**config.mk**
```make
export PLATFORM = sky130hd
export DESIGN_NAME = stopwatch_ctrl_flat
export DESIGN_NICKNAME = d
export VERILOG_FILES = /design/src/rtl/stopwatch_ctrl_if.sv /design/src/rtl/stopwatch_ctrl.sv /design/src/flat_wrapper.sv
export SDC_FILE = /design/constraint.sdc
export NUM_CORES = 1
export LEC_CHECK = 0
export BUFFER_PORTS_ARGS = -buffer_cell sky130_fd_sc_hd__buf_2
export CORE_MARGIN = 3
export CORE_UTILIZATION = 45
export DETAILED_ROUTE_END_ITERATION = 10
export PLACE_DENSITY_LB_ADDON = 0.08
export SKIP_LAST_GASP = 1
export SYNTH_ARGS = -nofsm -noshare
export SYNTH_HDL_FRONTEND = slang
export SYNTH_SLANG_ARGS = --single-unit
```
**constraint.sdc**
```tcl
create_clock -name clk -period 1.2 [get_ports clk]
set_clock_uncertainty 0.1 [all_clocks]
set_input_delay 0.18 -clock clk [delete_from_list [all_inputs] [get_ports clk]]
set_output_delay 0.18 -clock clk [all_outputs]
set_load 0.005 [all_outputs]
```
**src/rtl/stopwatch_ctrl_if.sv**
```systemverilog
// Button-level and control-output bundle between the debounce stages,
// the stopwatch mode controller and the BCD counter / display path.
interface stopwatch_ctrl_if;
    logic       pb_start;     // debounced start/stop level, 1 = pressed
    logic       pb_lap;       // debounced lap/reset level, 1 = pressed
    logic       count_en;     // counter increments while high
    logic       count_clr;    // one-cycle synchronous clear pulse
    logic       disp_freeze;  // display holds its latched value while high
    logic [1:0] state;        // 00 IDLE, 01 RUN, 10 PAUSE, 11 LAP

    // Controller side: consumes button levels, produces control outputs.
    modport slave (
        input  pb_start,
        input  pb_lap,
        output count_en,
        output count_clr,
        output disp_freeze,
        output state
    );

    // Stimulus / button side: drives levels, observes control outputs.
    modport master (
        output pb_start,
        output pb_lap,
        input  count_en,
        input  count_clr,
        input  disp_freeze,
        input  state
    );
endinterface

```
**src/rtl/stopwatch_ctrl.sv**
```systemverilog
// Stopwatch mode controller: turns two debounced button levels into press
// events, times long holds on the lap button and sequences a 4-state mode
// FSM that drives counter enable, counter clear and display freeze.
module stopwatch_ctrl #(
    parameter int unsigned LONG_PRESS = 200,  // lap hold length (cycles) that clears from PAUSE, >= 2
    parameter int unsigned CNT_W      = 8     // hold counter width, 2**CNT_W > LONG_PRESS
) (
    input  logic              clk,
    input  logic              rst_n,
    stopwatch_ctrl_if.slave   sw
);

    typedef enum logic [1:0] {
        IDLE  = 2'b00,
        RUN   = 2'b01,
        PAUSE = 2'b10,
        LAP   = 2'b11
    } state_t;

    // Saturation value and the count seen on the edge of the LONG_PRESS-th
    // high cycle (the counter lags the level by one edge).
    localparam logic [CNT_W-1:0] HOLD_MAX  = CNT_W'(LONG_PRESS);
    localparam logic [CNT_W-1:0] HOLD_FIRE = CNT_W'(LONG_PRESS - 1);

    logic             start_prev;
    logic             lap_prev;
    logic [CNT_W-1:0] hold_cnt;

    logic             start_evt;
    logic             lap_evt;
    logic             long_evt;

    state_t           state_q;
    state_t           state_d;
    logic             count_en_q;
    logic             count_clr_q;
    logic             disp_freeze_q;

    // Previous-level registers for rising-edge detection of both buttons.
    // NOTE: sequential state uses non-blocking (<=) so every register samples
    // the pre-edge values of the others, independent of statement order.
    always_ff @(posedge clk or negedge rst_n) begin
        if (!rst_n) begin
            start_prev <= 1'b0;
            lap_prev   <= 1'b0;
        end else begin
            start_prev <= sw.pb_start;
            lap_prev   <= sw.pb_lap;
        end
    end

    // One-cycle press events; a level already high out of reset fires once.
    assign start_evt = sw.pb_start & ~start_prev;
    assign lap_evt   = sw.pb_lap   & ~lap_prev;

    // Lap hold timer: counts consecutive high cycles in any state and
    // saturates so the long-press event can fire only once per hold.
    always_ff @(posedge clk or negedge rst_n) begin
        if (!rst_n) begin
            hold_cnt <= '0;
        end else if (!sw.pb_lap) begin
            hold_cnt <= '0;
        end else if (hold_cnt != HOLD_MAX) begin
            hold_cnt <= hold_cnt + CNT_W'(1);
        end
    end

    assign long_evt = sw.pb_lap & (hold_cnt == HOLD_FIRE);

    // Next-mode decode; start/stop always wins over lap and long-press.
    // NOTE: state_d is defaulted first so every path assigns it and no latch
    // is inferred from the incomplete if/else chains below.
    always_comb begin
        state_d = state_q;
        unique case (state_q)
            IDLE: begin
                if (start_evt) state_d = RUN;
            end
            RUN: begin
                if (start_evt)    state_d = PAUSE;
                else if (lap_evt) state_d = LAP;
            end
            LAP: begin
                if (start_evt)    state_d = PAUSE;
                else if (lap_evt) state_d = RUN;
            end
            PAUSE: begin
                if (start_evt)     state_d = RUN;
                else if (long_evt) state_d = IDLE;
            end
            default: state_d = IDLE;
        endcase
    end

    // Mode register with outputs registered from the next mode, so outputs
    // change on the same edge as the mode itself.
    always_ff @(posedge clk or negedge rst_n) begin
        if (!rst_n) begin
            state_q       <= IDLE;
            count_en_q    <= 1'b0;
            count_clr_q   <= 1'b0;
            disp_freeze_q <= 1'b0;
        end else begin
            state_q       <= state_d;
            count_en_q    <= (state_d == RUN)   || (state_d == LAP);
            disp_freeze_q <= (state_d == PAUSE) || (state_d == LAP);
            count_clr_q   <= (state_q == PAUSE) && (state_d == IDLE);
        end
    end

    assign sw.state       = state_q;
    assign sw.count_en    = count_en_q;
    assign sw.count_clr   = count_clr_q;
    assign sw.disp_freeze = disp_freeze_q;

endmodule
```
**src/flat_wrapper.sv**
```systemverilog
// flat-port wrapper written by rule: the top's interface ports become plain ports
module stopwatch_ctrl_flat 
#(
    parameter int unsigned LONG_PRESS = 200,                                                          
    parameter int unsigned CNT_W      = 8                                                 
)
  (clk, rst_n, sw_pb_start, sw_pb_lap, sw_count_en, sw_count_clr, sw_disp_freeze, sw_state);
  stopwatch_ctrl_if sw_i ();
  input  logic clk;
  input  logic rst_n;
  input wire logic [$bits(sw_i.pb_start)-1:0] sw_pb_start;
  input wire logic [$bits(sw_i.pb_lap)-1:0] sw_pb_lap;
  output wire logic [$bits(sw_i.count_en)-1:0] sw_count_en;
  output wire logic [$bits(sw_i.count_clr)-1:0] sw_count_clr;
  output wire logic [$bits(sw_i.disp_freeze)-1:0] sw_disp_freeze;
  output wire logic [$bits(sw_i.state)-1:0] sw_state;
  assign sw_i.pb_start = sw_pb_start;
  assign sw_i.pb_lap = sw_pb_lap;
  assign sw_count_en = sw_i.count_en;
  assign sw_count_clr = sw_i.count_clr;
  assign sw_disp_freeze = sw_i.disp_freeze;
  assign sw_state = sw_i.state;
  stopwatch_ctrl #(.LONG_PRESS(LONG_PRESS), .CNT_W(CNT_W)) u_core (.clk(clk), .rst_n(rst_n), .sw(sw_i));
endmodule
```
==> impl_metrics.ini, run 1 <==
[run_status]
status = complete, but fails checks
violations_in_the_final_reports = setup timing

[cells_and_area]
postLayoutCellArea_sq_um = 935
final_nets = 95
finish.cell_count_without_fillers = 103
final_layout_size_suffix_gt1_frac = 0.409
antenna_diode_count = 0
layout_stage_area_growth_over_the_synthesis_result_pct = 36.1
final.fill_count = 109

[sta]
layout_worst_path_cycle_share = 1.10
tightest_slew_ns = 0.314
grt_setup_unrepaired = true
achievable-frequency_mhz = 756
hold_violations = 0
finalCriticalPeriod_ns = 1.32
slew-limit-headroom = 0.791
setup_slack_ns = -0.122
final-setup-viol-count = 10
slew_viol_final = 0

[placed_design]
hpwlAfterDp_microns = 948
finalWeightedCongestion = 0.806
dp_cells = 92
postPlaceCellArea_sq_um = 803
quantity_of_i_o_buffers_inserted_on_ports = 8

[floorplanning]
core.rowCount = 13
initial_utilization = 0.503
placeableCoreArea_sq_mm = 0.00137
die_height_microns = 45.1
top_level_i_o_count = 9
die_footprint_sq_mm = 0.00203
die-width_microns = 45.1

[critical_path]
cp_max_fo = 3
critical-path-slowest-cell = dfrtp_1
timing_worst_setup_path_type = reg2reg
critPathTopFamily = simple AND/OR/NAND/NOR gates
critical_path_buf_inv_count = 0
timing.critical_path.cells = nand4bb_4, nor4_4, o221ai_1
worst-endpoint-required_ns = 1.24
worstSetupEndpointType = flip-flop
cp-start-kind = flip-flop
cp_data_arrival_time_ns = 1.36
cpPeakStageDelay_ns = 0.42

[power_and_ir_drop]
static-leakage-power_nw = 0.400
internal_power_w = 0.000873
seq_power_share = 0.503
power.density_cell_area_mw_per_mm2 = 1300
irDropWorstVdd_v = 0.000980
p_switching_w = 0.000341
power.switching_fraction = 0.281
clockPowerShare = 0.277
power.combinational.fraction = 0.219
total_power_w = 0.00121

[synthesis]
synth.yosys.warnings = 0
number_of_cells_produced_by_synthesis = 64
postSynthAreaPerCell_sq_um = 10.7
synth_sequential_area_ratio = 0.510
synthesis.area_sq_um = 687
synthDistinctLibCells = 26
synth_fp_nets = 70
postSynthRegisterBits = 14

[grt]
grt_first_pass_wirelength_microns = 2300
track_usage = 0.166
overflow = 0
antenna_found_initial = 0
first_global_vias = 522
grt_start_max_net_pins = 15

[clock_network]
cts_root_buf = clkbuf_4
clkLatencyLatePin_ns = 0.28
cts_buffer_depth = 2
cts.sinks = 14
cts_tree = done
cts_buffers = 3
clkTransAtPathRegs_ns = 0.09
htree_levels = 1

[detailed_routing]
antenna_left = 0
avgViaCountPerCell = 5.25
wl_per_cell_microns = 14.5
first_iter_violations = 10
routed-via-count = 541
route.final.wire_length_microns = 1490
drt-pass1-iter-count = 4
detail_route.drc_violations = 0

[job]
timing.max_cap.violations = 0

[min_path]
min_path_type = in2reg
-- worst register-to-register path: cells and delay by family (launching register included) --
kind               cells  cell delay, ns
and+or+nand+nor        2            0.52
DFF                    1            0.42
AOI/OAI and AO/OA      1            0.15
-- metal layers --
| metal | track usage | share of wire | vias to the layer above |
|---|---|---|---|
| met4 | 0.0877 | 0.012 | 0 |
| met1 | 0.212 | 0.43 | 253 |
| li1 | - | - | 271 |
| met2 | 0.263 | 0.51 | 15 |
| met3 | 0.0359 | 0.048 | 2 |
| met5 | 0 | 0 | - |
-- layout make-up --
type / count / area (sq um) / area share
timing repair buffer: 22 / 156 / 0.167
tap: 15 / 18.8 / 0.0201
multi-input combinational: 44 / 355 / 0.380
clock buffer: 4 / 36.3 / 0.0388
sequential: 14 / 353 / 0.378
inverter: 4 / 15.0 / 0.0161
-- stage by stage --
| step | TNS [ns] | worst slack [ns] | hold slack [ns] | util |
|---|---|---|---|---|
| after floorplan | -0.0869 | -0.0300 | -0.216 | - |
| after global placement | -0.400 | -0.0875 | -0.0123 | 0.588 |
| after detailed placement | -0.582 | -0.112 | -0.00987 | 0.588 |
| after CTS | -0.699 | -0.109 | 0.0914 | 0.668 |
| after global routing | -1.22 | -0.185 | 0.0979 | 0.684 |
| final | -0.751 | -0.122 | 0.0961 | 0.684 |
-- worst paths after layout --
check	depth (start not counted)	slack [ns]	to	start
hold reg to reg	1	0.44	u_core.sw.state[1]	u_core.start_prev
max in group asynchronous	2	0.53	u_core.hold_cnt[1]	rst_n
min in group asynchronous	2	0.22	u_core.hold_cnt[3]	rst_n
setup reg to reg	3	-0.12	u_core.sw.state[1]	u_core.hold_cnt[4]
hold / removal	3	0.1	u_core.hold_cnt[1]	sw_pb_lap
setup / recovery	3	-0.12	u_core.sw.state[1]	u_core.hold_cnt[4]
-- synth_stat cells --
| master | count | area share |
|---|---|---|
| buf_4 | 1 | 0.011 |
| nand4bb_4 | 1 | 0.040 |
| nand2b_1 | 2 | 0.018 |
| xor2_1 | 2 | 0.026 |
| nand3_1 | 2 | 0.015 |
| nor4_1 | 1 | 0.0091 |
| xnor2_1 | 2 | 0.026 |
| nor2b_1 | 2 | 0.018 |
| mux2_2 | 1 | 0.016 |
| o21ai_0 | 3 | 0.022 |
| o2111ai_1 | 1 | 0.013 |
| ha_1 | 2 | 0.036 |
| dfrtp_1 | 14 | 0.51 |
| a21oi_1 | 3 | 0.022 |
| inv_1 | 4 | 0.022 |
| nor3_2 | 1 | 0.015 |
| mux2i_1 | 2 | 0.029 |
| nor2_1 | 2 | 0.011 |
| or3_1 | 3 | 0.027 |
| o31ai_1 | 1 | 0.011 |
| nand4_1 | 1 | 0.0091 |
| o221ai_1 | 1 | 0.013 |
| nand3_2 | 1 | 0.015 |
| buf_2 | 1 | 0.0073 |
| nand3b_1 | 1 | 0.011 |
| nand2_1 | 9 | 0.049 |
-- power by group through the flow --
stage / clock network (W) / logic (W) / registers, W
final: 0.000337 / 0.000266 / 0.000611
after global routing: 0.000379 / 0.000302 / 0.000625
after detailed placement: 0 / 0.000242 / 0.000616
after floorplan: 0 / 0.000147 / 0.000612
after global placement: 0 / 0.000242 / 0.000611
after CTS: 0.000353 / 0.000256 / 0.000607
-- cells by family (layout without fill, tap and decap cells) --
kind of cell | after synthesis | count (layout) | share of synthesized area
AND/OR/NAND/NOR | 26 | 26 | 0.237
flip-flops | 14 | 14 | 0.510
AO/OA/AOI/OAI | 9 | 9 | 0.0801
buffers and inverters | 6 | 30 | 0.0401
XOR/XNOR | 4 | 4 | 0.0510
multiplexers | 3 | 3 | 0.0455
adder cells (fa/ha/maj) | 2 | 2 | 0.0364
-- cells in the final DEF, fill, tap and decap left out, drive strengths merged --
cell type and count:
o221ai 1, nand3b 1, dfrtp 14, buf 19, xor2 2, ha 2, nand3 3, o2111ai 1
inv 4, nand4bb 1, clkbuf 4, mux2i 2, nand2 9, nand2b 2, nor2 2, nor2b 2
o31ai 1, xnor2 2, or3 3, nand4 1, a21oi 3, nor3 1, o21ai 3, dlygate4sd3 3
nor4 1, mux2 1
-- registers in the layout, indices dropped and copies added, names as in the netlist --
signal               cells
u_core.sw.count_clr      1
u_core.sw.state          2
u_core.hold_cnt          8
u_core.lap_prev          1
u_core.sw.count_en       1
u_core.start_prev        1
-- repair_timing --
action	in CTS	in global routing
hold buffers	3	0
setup buffers	4	0
endpoints found under the hold margin	16	0
pin swaps	4	6
gates resized for setup	3	7
endpoints found under the setup margin	10	10
No activity file was read; power rests on OpenSTA's default activity.
==> run 2, diff against run 1 <==
- ABC_CLOCK_PERIOD_IN_PS: unset -> 1200
- RECOVER_POWER: unset -> 25
==> run 2 against run 1 <==
- sequential cell count unchanged
- routed wire length down 0.20%
- sequential share of layout area up 0.051 points
- clock power about the same
- the flow still finishes with violations (setup timing)
- global-route usage unchanged
==> impl_metrics.ini, run 2 (same netlist as run 1, synthesis figures left out) <==
[power_and_ir_drop]
total_power_w = 0.00121
irDropWorstVdd_v = 0.000980
power.density_cell_area_mw_per_mm2 = 1300
static-leakage-power_nw = 0.397

[sta]
slew_viol_final = 0
tightest_slew_ns = 0.746
grt_setup_unrepaired = true
setup_tns_ns = -0.750
slew-limit-headroom = 0.503
final-setup-viol-count = 10
achievable-frequency_mhz = 756
hold_violations = 0
finalCriticalPeriod_ns = 1.32
layout_worst_path_cycle_share = 1.10
setup_slack_ns = -0.122

[placed_design]
quantity_of_i_o_buffers_inserted_on_ports = 8
hpwlAfterDp_microns = 948
finalWeightedCongestion = 0.806
post-place-ws_ns = -0.112
dp_cells = 92

[grt]
grt_start_max_net_pins = 15
first_global_vias = 522
track_usage = 0.166
grt_first_pass_wirelength_microns = 2300
antenna_found_initial = 0
overflow = 0

[cells_and_area]
layout_stage_area_growth_over_the_synthesis_result_pct = 35.9
multi_input_area_sq_um = 355
sequential_cell_area_sq_um = 353
antenna_diode_count = 0
finish.cell_count_without_fillers = 103
max_flop_register = u_core.hold_cnt
final_util = 0.683
final_nets = 95
layout.cells.most_common_list = 12 x dfrtp_1, 10 x buf_4, 7 x nand2_1, 7 x buf_2
max_reg_flops = 8
final.fill_count = 110
layout_commonest_cell = dfrtp_1
final_layout_size_suffix_gt1_frac = 0.398

[detailed_routing]
routed.top_layer = met4
avgViaCountPerCell = 5.25
drt-pass1-iter-count = 4
first_iter_violations = 10
antenna_left = 0
detail_route.drc_violations = 0
detailed_route_wirelength_on_metal2_microns = 765
met3WireLength_microns = 71
wl_per_cell_microns = 14.5
m1WireLength_microns = 633
route.final.wire_length_microns = 1490
routed-via-count = 541

[critical_path]
cp_data_arrival_time_ns = 1.36
worstSetupEndpointType = flip-flop
cp_max_fo = 3
cp-start-kind = flip-flop
timing.critical_path.cells = nand4bb_4, nor4_4, o221ai_1
cpPeakStageDelay_ns = 0.42
timing_worst_setup_path_type = reg2reg
timing.reg2reg.setup_slack_ns = -0.12
critical-path-slowest-cell = dfrtp_1
worst-endpoint-required_ns = 1.24

[min_path]
min_path_type = in2reg

[run_status]
status = complete, but fails checks
violations_in_the_final_reports = setup timing

[floorplanning]
placeableCoreArea_sq_mm = 0.00137
die-width_microns = 45.1
die_height_microns = 45.1
core.rowCount = 13
top_level_i_o_count = 9
initial_utilization = 0.503
die_footprint_sq_mm = 0.00203

[clock_network]
cts_buffer_depth = 2
htree_levels = 1
cts.sinks = 14
cts_root_buf = clkbuf_4
clkTransAtPathRegs_ns = 0.09
clkLatencyLatePin_ns = 0.28
cts_tree = done
cts_buffers = 3

[job]
timing.max_cap.violations = 0
==> run 2: changes by cell type in the layout (fill, tap and decap cells not counted), sizes merged <==
cell and change:
buf -1, clkbuf +1
==> run 2: critical path: cells and delay by family (launching register included) <==
kind,cells,cell delay (ns)
AOI/OAI and AO/OA,1,0.15
DFF,1,0.42
and+or+nand+nor,2,0.52
==> run 2: layer usage <==
metal  up-vias  track usage
met5         -            0
met2        15        0.263
met4         0       0.0877
met1       253        0.212
met3         2       0.0359
li1        271            -
==> run 2: final timing paths <==
path	depth (start not counted)	to	from
max	3	u_core.sw.state[1]	u_core.hold_cnt[4]
max reg2reg	3	u_core.sw.state[1]	u_core.hold_cnt[4]
min reg2reg	1	u_core.sw.state[1]	u_core.start_prev
min in group asynchronous	2	u_core.hold_cnt[3]	rst_n
max in group asynchronous	2	u_core.hold_cnt[1]	rst_n
min	3	u_core.hold_cnt[1]	sw_pb_lap
==> run 2: report_power, final <==
| part | switching [W] | internal [W] |
|---|---|---|
| Clock | 0.000152 | 0.000184 |
| Sequential | 0.0000756 | 0.000536 |
| Combinational | 0.000113 | 0.000152 |
==> run 2: area by class of cell <==
type                            count  share of cell area
Sequential cell                    14               0.378
Inverter                            4              0.0161
Tap cell                           15              0.0201
Timing Repair Buffer               22               0.166
Clock buffer                        4              0.0389
Multi-Input combinational cell     44               0.381
==> run 2: timing repair <==
action                     CTS  global route
hold endpoints to repair    16             0
setup endpoints to repair   10            10
pin swaps                    4             6
hold buffers                 3             0
resized for setup            3             7
setup buffers                4             0
==> run 2: stage by stage <==
step / hold WS (ns) / cell area (sq um)
floorplan: -0.216 / 704
global placement: -0.0123 / 803
CTS: 0.0914 / 913
detailed placement: -0.00987 / 803
global route: 0.0979 / 933
finish: 0.0961 / 933
